$ cat src/rtl/spm_pkg.sv
// spm_pkg: shared state encoding, slot offsets and constants for the SPM sequencer
package spm_pkg;
    typedef enum logic [1:0] {ST_LOAD, ST_WAIT, ST_OUT} state_t;
    localparam int SLOT_A1 = 0;
    localparam int SLOT_W1 = 1;
    localparam int SLOT_B1 = 2;
    localparam int SLOT_W2 = 3;
    localparam logic [7:0] FP_EXP_ALL1 = 8'hFF;
    localparam int SPM_LATENCY_DEF = 24;
endpackage

$ cat src/rtl/spm_seq_word_bank.sv
// spm_seq_word_bank: shadow parameter file, atomically committed to the flattened SPM inputs
module spm_seq_word_bank
    import spm_pkg::*;
#(
    parameter int DATA_W    = 32,
    parameter int N_NEURONS = 3,
    localparam int NW       = 4 * N_NEURONS,
    localparam int IDX_W    = $clog2(NW)
) (
    input  logic                        clk,
    input  logic                        areset,
    input  logic                        we,
    input  logic [IDX_W-1:0]            widx,
    input  logic [DATA_W-1:0]           wdata,
    input  logic                        commit,
    output logic [N_NEURONS*DATA_W-1:0] o_a1,
    output logic [N_NEURONS*DATA_W-1:0] o_w1,
    output logic [N_NEURONS*DATA_W-1:0] o_b1,
    output logic [N_NEURONS*DATA_W-1:0] o_w2
);
    logic [DATA_W-1:0] shadow [NW];
    logic [DATA_W-1:0] nxt    [NW];
    // The word written on the commit edge must be visible in the same commit
    for (genvar k = 0; k < NW; k++) begin : g_nxt
        assign nxt[k] = (we && widx == IDX_W'(k)) ? wdata : shadow[k];
    end
    always_ff @(posedge clk) begin
        if (areset) begin
            for (int i = 0; i < NW; i++) shadow[i] <= '0;
            o_a1 <= '0;
            o_w1 <= '0;
            o_b1 <= '0;
            o_w2 <= '0;
        end else begin
            if (we) shadow[widx] <= wdata;
            if (commit) begin
                for (int n = 0; n < N_NEURONS; n++) begin
                    o_a1[n*DATA_W +: DATA_W] <= nxt[4*n+SLOT_A1];
                    o_w1[n*DATA_W +: DATA_W] <= nxt[4*n+SLOT_W1];
                    o_b1[n*DATA_W +: DATA_W] <= nxt[4*n+SLOT_B1];
                    o_w2[n*DATA_W +: DATA_W] <= nxt[4*n+SLOT_W2];
                end
            end
        end
    end
endmodule

$ cat src/rtl/spm_sequencer.sv
// spm_sequencer: serial parameter loader, fixed-latency SPM wait and result stream
// Optional NaN flag on the result is enabled by defining SPM_SEQ_NAN_CHECK_EN.
module spm_sequencer
    import spm_pkg::*;
#(
    parameter int DATA_W    = 32,
    parameter int N_NEURONS = 3,
    parameter int LATENCY   = SPM_LATENCY_DEF
) (
    input  logic                        clk,
    input  logic                        areset,
    input  logic                        s_valid,
    output logic                        s_ready,
    input  logic [DATA_W-1:0]           s_data,
    output logic [N_NEURONS*DATA_W-1:0] o_a1,
    output logic [N_NEURONS*DATA_W-1:0] o_w1,
    output logic [N_NEURONS*DATA_W-1:0] o_b1,
    output logic [N_NEURONS*DATA_W-1:0] o_w2,
    input  logic [DATA_W-1:0]           i_spm_result,
    output logic                        m_valid,
    input  logic                        m_ready,
    output logic [DATA_W-1:0]           m_data,
    output logic                        m_err,
    output logic                        busy
);
    localparam int NW    = 4 * N_NEURONS;
    localparam int IDX_W = $clog2(NW);
    state_t           state, state_nxt;
    logic [IDX_W-1:0] idx;
    logic [7:0]       cnt;
    logic             accept, commit, cap;
    assign s_ready = (state == ST_LOAD) && !areset;
    assign accept  = s_valid && s_ready;
    assign commit  = accept && (idx == IDX_W'(NW - 1));
    assign cap     = (state == ST_WAIT) && (cnt == 8'(LATENCY - 1));
    assign m_valid = (state == ST_OUT);
    assign busy    = (state != ST_LOAD);
    always_comb begin
        state_nxt = state;
        if (commit) state_nxt = ST_WAIT;
        if (cap) state_nxt = ST_OUT;
        if (m_valid && m_ready) state_nxt = ST_LOAD;
    end
    always_ff @(posedge clk) begin
        if (areset) begin
            state  <= ST_LOAD;
            idx    <= '0;
            cnt    <= '0;
            m_data <= '0;
        end else begin
            state <= state_nxt;
            if (accept) idx <= commit ? '0 : idx + 1'b1;
            if (state == ST_WAIT) cnt <= cap ? 8'd0 : cnt + 8'd1;
            if (cap) m_data <= i_spm_result;
        end
    end
`ifdef SPM_SEQ_NAN_CHECK_EN
    logic err_q;
    always_ff @(posedge clk) begin
        if (areset) err_q <= 1'b0;
        else if (cap) err_q <= (i_spm_result[30:23] == FP_EXP_ALL1) && (|i_spm_result[22:0]);
    end
    assign m_err = err_q;
`else
    assign m_err = 1'b0;
`endif
    spm_seq_word_bank #(.DATA_W(DATA_W), .N_NEURONS(N_NEURONS)) u_bank (
        .clk    (clk),
        .areset (areset),
        .we     (accept),
        .widx   (idx),
        .wdata  (s_data),
        .commit (commit),
        .o_a1   (o_a1),
        .o_w1   (o_w1),
        .o_b1   (o_b1),
        .o_w2   (o_w2)
    );
endmodule
$ cat config.mk
export PLATFORM = sky130hd
export DESIGN_NAME = spm_sequencer
export DESIGN_NICKNAME = d
export VERILOG_FILES = /design/src/rtl/spm_pkg.sv /design/src/rtl/spm_seq_word_bank.sv /design/src/rtl/spm_sequencer.sv
export SDC_FILE = /design/constraint.sdc
export NUM_CORES = 1
export LEC_CHECK = 0
export ABC_AREA = 1
export BUFFER_PORTS_ARGS = -buffer_cell sky130_fd_sc_hd__buf_4
export CORE_ASPECT_RATIO = 1.4
export CORE_MARGIN = 2
export CORE_UTILIZATION = 30
export CTS_BUF_LIST = sky130_fd_sc_hd__clkbuf_8
export CTS_CLUSTER_DIAMETER = 120
export DETAILED_ROUTE_END_ITERATION = 7
export HOLD_SLACK_MARGIN = 0.12
export SLEW_MARGIN = 20
export SYNTH_ARGS = -nofsm -noshare
export SYNTH_HDL_FRONTEND = slang
export SYNTH_SLANG_ARGS = --single-unit
$ cat constraint.sdc
create_clock -name clk -period 6 [get_ports clk]
set_input_delay 0.3 -clock clk [delete_from_list [all_inputs] [get_ports clk]]
set_output_delay 0.3 -clock clk [all_outputs]
set_load 0.02 [all_outputs]
==> results.md <==
- Synth Cell Area: 28500 um2
- Path category of the worst min-delay check: input port to register
- I/O Pins: 488
- CTS sink cnt: 782
- Synthesized flop and latch total: 782
- Worst setup path start: areset
- Final nets: 3374
- Synthesized area per cell: 10.0 um2
- HP Start: s_data[12]
- Tmin final: 3740 ps
- Syn_nets: 2915
- Worst slew margin: 27.8%
- Post-synthesis cell count: 2842
- Number of antenna violations at the first check in global routing: 9
- Placer Congestion: 0.783
- Hold WS: 287 ps
- WS Path Type: input port to register
- Worst R2R Start: idx[3]
- Critical Path RT: 6380 ps
- Rows: 133
- Starting Density: 30.3%
- Sequential-to-total area share from yosys stat: 67.4%
- Clk slew on worst S/H paths: 70 ps
- Placed cell area: 33100 um2
- Place WS: 1920 ps
- Design area: 36400 um2
- First-pass GRT wire length: 149000 um
- Clk root buf: clkbuf_8
- Least-Margin Pin Slew: 1080 ps
- Vias in the first global route: 22100
- Width of the die: 264 um
- IO Port Bufs: 486
- Fin. Hold Viols: 0
- Routed Antenna Nets: 0
- Commonest non-fill, non-tap cells in the layout: 628 x nor2_1, 577 x nor3_1, 537 x buf_4, 430 x dfxtp_1, 381 x o21ai_0
- TritonCTS clock tree: yes
- DR vias/cell: 4.90
- Pwr Density: 297 nW/um2
- Fmax: 267 MHz
- Post-CTS Setup Bufs: 0
- Most common cell after layout, fill and taps aside: nor2_1
- Clk Latency, worst-skew pair: 810 ps
- Die Ht: 368 um
- Ratio of cells with drive above 1 in the final layout: 21.8%
- TritonCTS Buffers: 120
- Final worst-path cycle share: 62.3%
- PostCTS Resize Cnt: 0
- Max-Cap Viols: 0
- Critical Path AT: 4120 ps
- DRT iter0 DRCs: 1812
- Peak VDD IR: 0.152 mV
- Final TNS setup: 0 ps
- Unique masters post-synth: 26
- Max-slew violations: 0
- Post-Route WL: 103000 um
- CTS HTree Levels: 3
- Startpoint types: input port
- Overall routing resource usage: 20.7%
- Synthesis Warnings: 0
- Critical Path Sink Type: register
- Via count: 22700
- WL/cell: 22.4 um
- Post-route DRC: 0
- RSZ-0062 raised after global routing: no
- Core Area: 94000 um2
- Final HPWL DP: 59900 um
- Die ar.: 97400 um2
- Final worst setup slack: 2260 ps
- Status: completed
- Grt total ovfl: 0
- Count of final setup violators: 0
- CTS max path bufs: 3
- Clock skew: 59.5 ps
- Crit-path max FO: 133
- Largest net degree at the start of global routing: 235
- P&R area growth vs syn: 27.9%
- Pleak: 14.7 nW
- Drt first pass iters: 5
[what timing repair did]
item | in CTS | in global routing
hold endpoints to repair | 313 | 0
setup endpoints to repair | 0 | 0
hold buffers | 67 | 0
[cell families (layout without fill, tap and decap cells)]
| family | Yosys count | in the layout | share of synthesized area [%] |
|---|---|---|---|
| simple gates | 1326 | 1326 | 20.6 |
| flops | 782 | 782 | 67.4 |
| compound gates | 402 | 402 | 7.09 |
| buf+inv | 324 | 891 | 4.60 |
| fa+ha+maj | 5 | 5 | 0.220 |
| xor+xnor | 2 | 2 | 0.0616 |
| other cells | 1 | 3 | 0.0132 |
[power by group]
part | switching [mW] | total (mW) | internal, mW | leakage [nW]
registers | 0.0307 | 5.69 | 5.66 | 7.11
clock network | 2.21 | 4.68 | 2.48 | 1.51
logic | 0.345 | 0.451 | 0.106 | 6.08
[metal layers]
metal | GRT usage, % | vias to the layer above | share of wire, %
met2 | 33.8 | 781 | 48
met3 | 5.01 | 167 | 6.5
li1 | - | 10700 | -
met5 | 0 | - | 0.011
met4 | 8.46 | 2 | 3.9
met1 | 26.2 | 11000 | 42
[cell usage after synthesis, drive strengths merged]
cell type | n | area (um2)
a21oi | 5 | 25.0
buf | 85 | 413
nor2 | 634 | 2390
nand4 | 6 | 37.5
nand3b | 32 | 240
o21ai | 395 | 1980
o21bai | 1 | 7.51
a211oi | 1 | 7.51
inv | 51 | 191
xor2 | 2 | 17.5
nand3 | 8 | 45.0
nand2 | 69 | 262
clkbuf | 188 | 706
conb | 1 | 3.75
nor3 | 577 | 2890
ha | 5 | 62.6
edfxtp | 352 | 10600
dfxtp | 430 | 8610
[path summary, 6_finish.rpt]
kind,slack (ps),to,cells after the start
setup reg to reg,2470,o_w2[54],8
hold / removal,290,u_bank.o_w2[76],4
hold reg to reg,430,o_w1[32],2
setup / recovery,2260,u_bank.shadow[3][14],7
[registers in the layout (all words and copies together), names as in the netlist]
register       flops
u_bank.shadow    352
o_a1              96
o_b1              96
o_w1              96
o_w2              65
m_data            32
u_bank.o_w2       31
cnt                8
idx                4
state              2
[worst max-delay path, cell delays in order]
cell and delay (ps):
dlygate4sd3_1 550, buf_4 190, inv_8 450, nand3_4 770, nor2_1 430, nand2_2 510, nand2_2 860
[through the flow]
stage	std cells	utilization [%]	power, mW
after CTS	4621	38.6	11.0
after global placement	4324	35.2	6.22
after floorplan	2842	-	5.99
after detailed placement	4324	35.2	6.22
after global routing	4625	38.7	11.2
final	4626	38.7	10.8
[final cells by class]
| cell class | instances | area (um2) |
|---|---|---|
| clock inverter | 81 | 526 |
| tap | 1215 | 1520 |
| clock buffer | 149 | 2050 |
| inverter | 51 | 199 |
| fill | 9309 | 57600 |
| timing repair buffer | 610 | 4840 |
| multi-input combinational | 1736 | 8080 |
| sequential | 782 | 19200 |
| antenna | 2 | 5.00 |
Power figures use the tool's default switching activity.
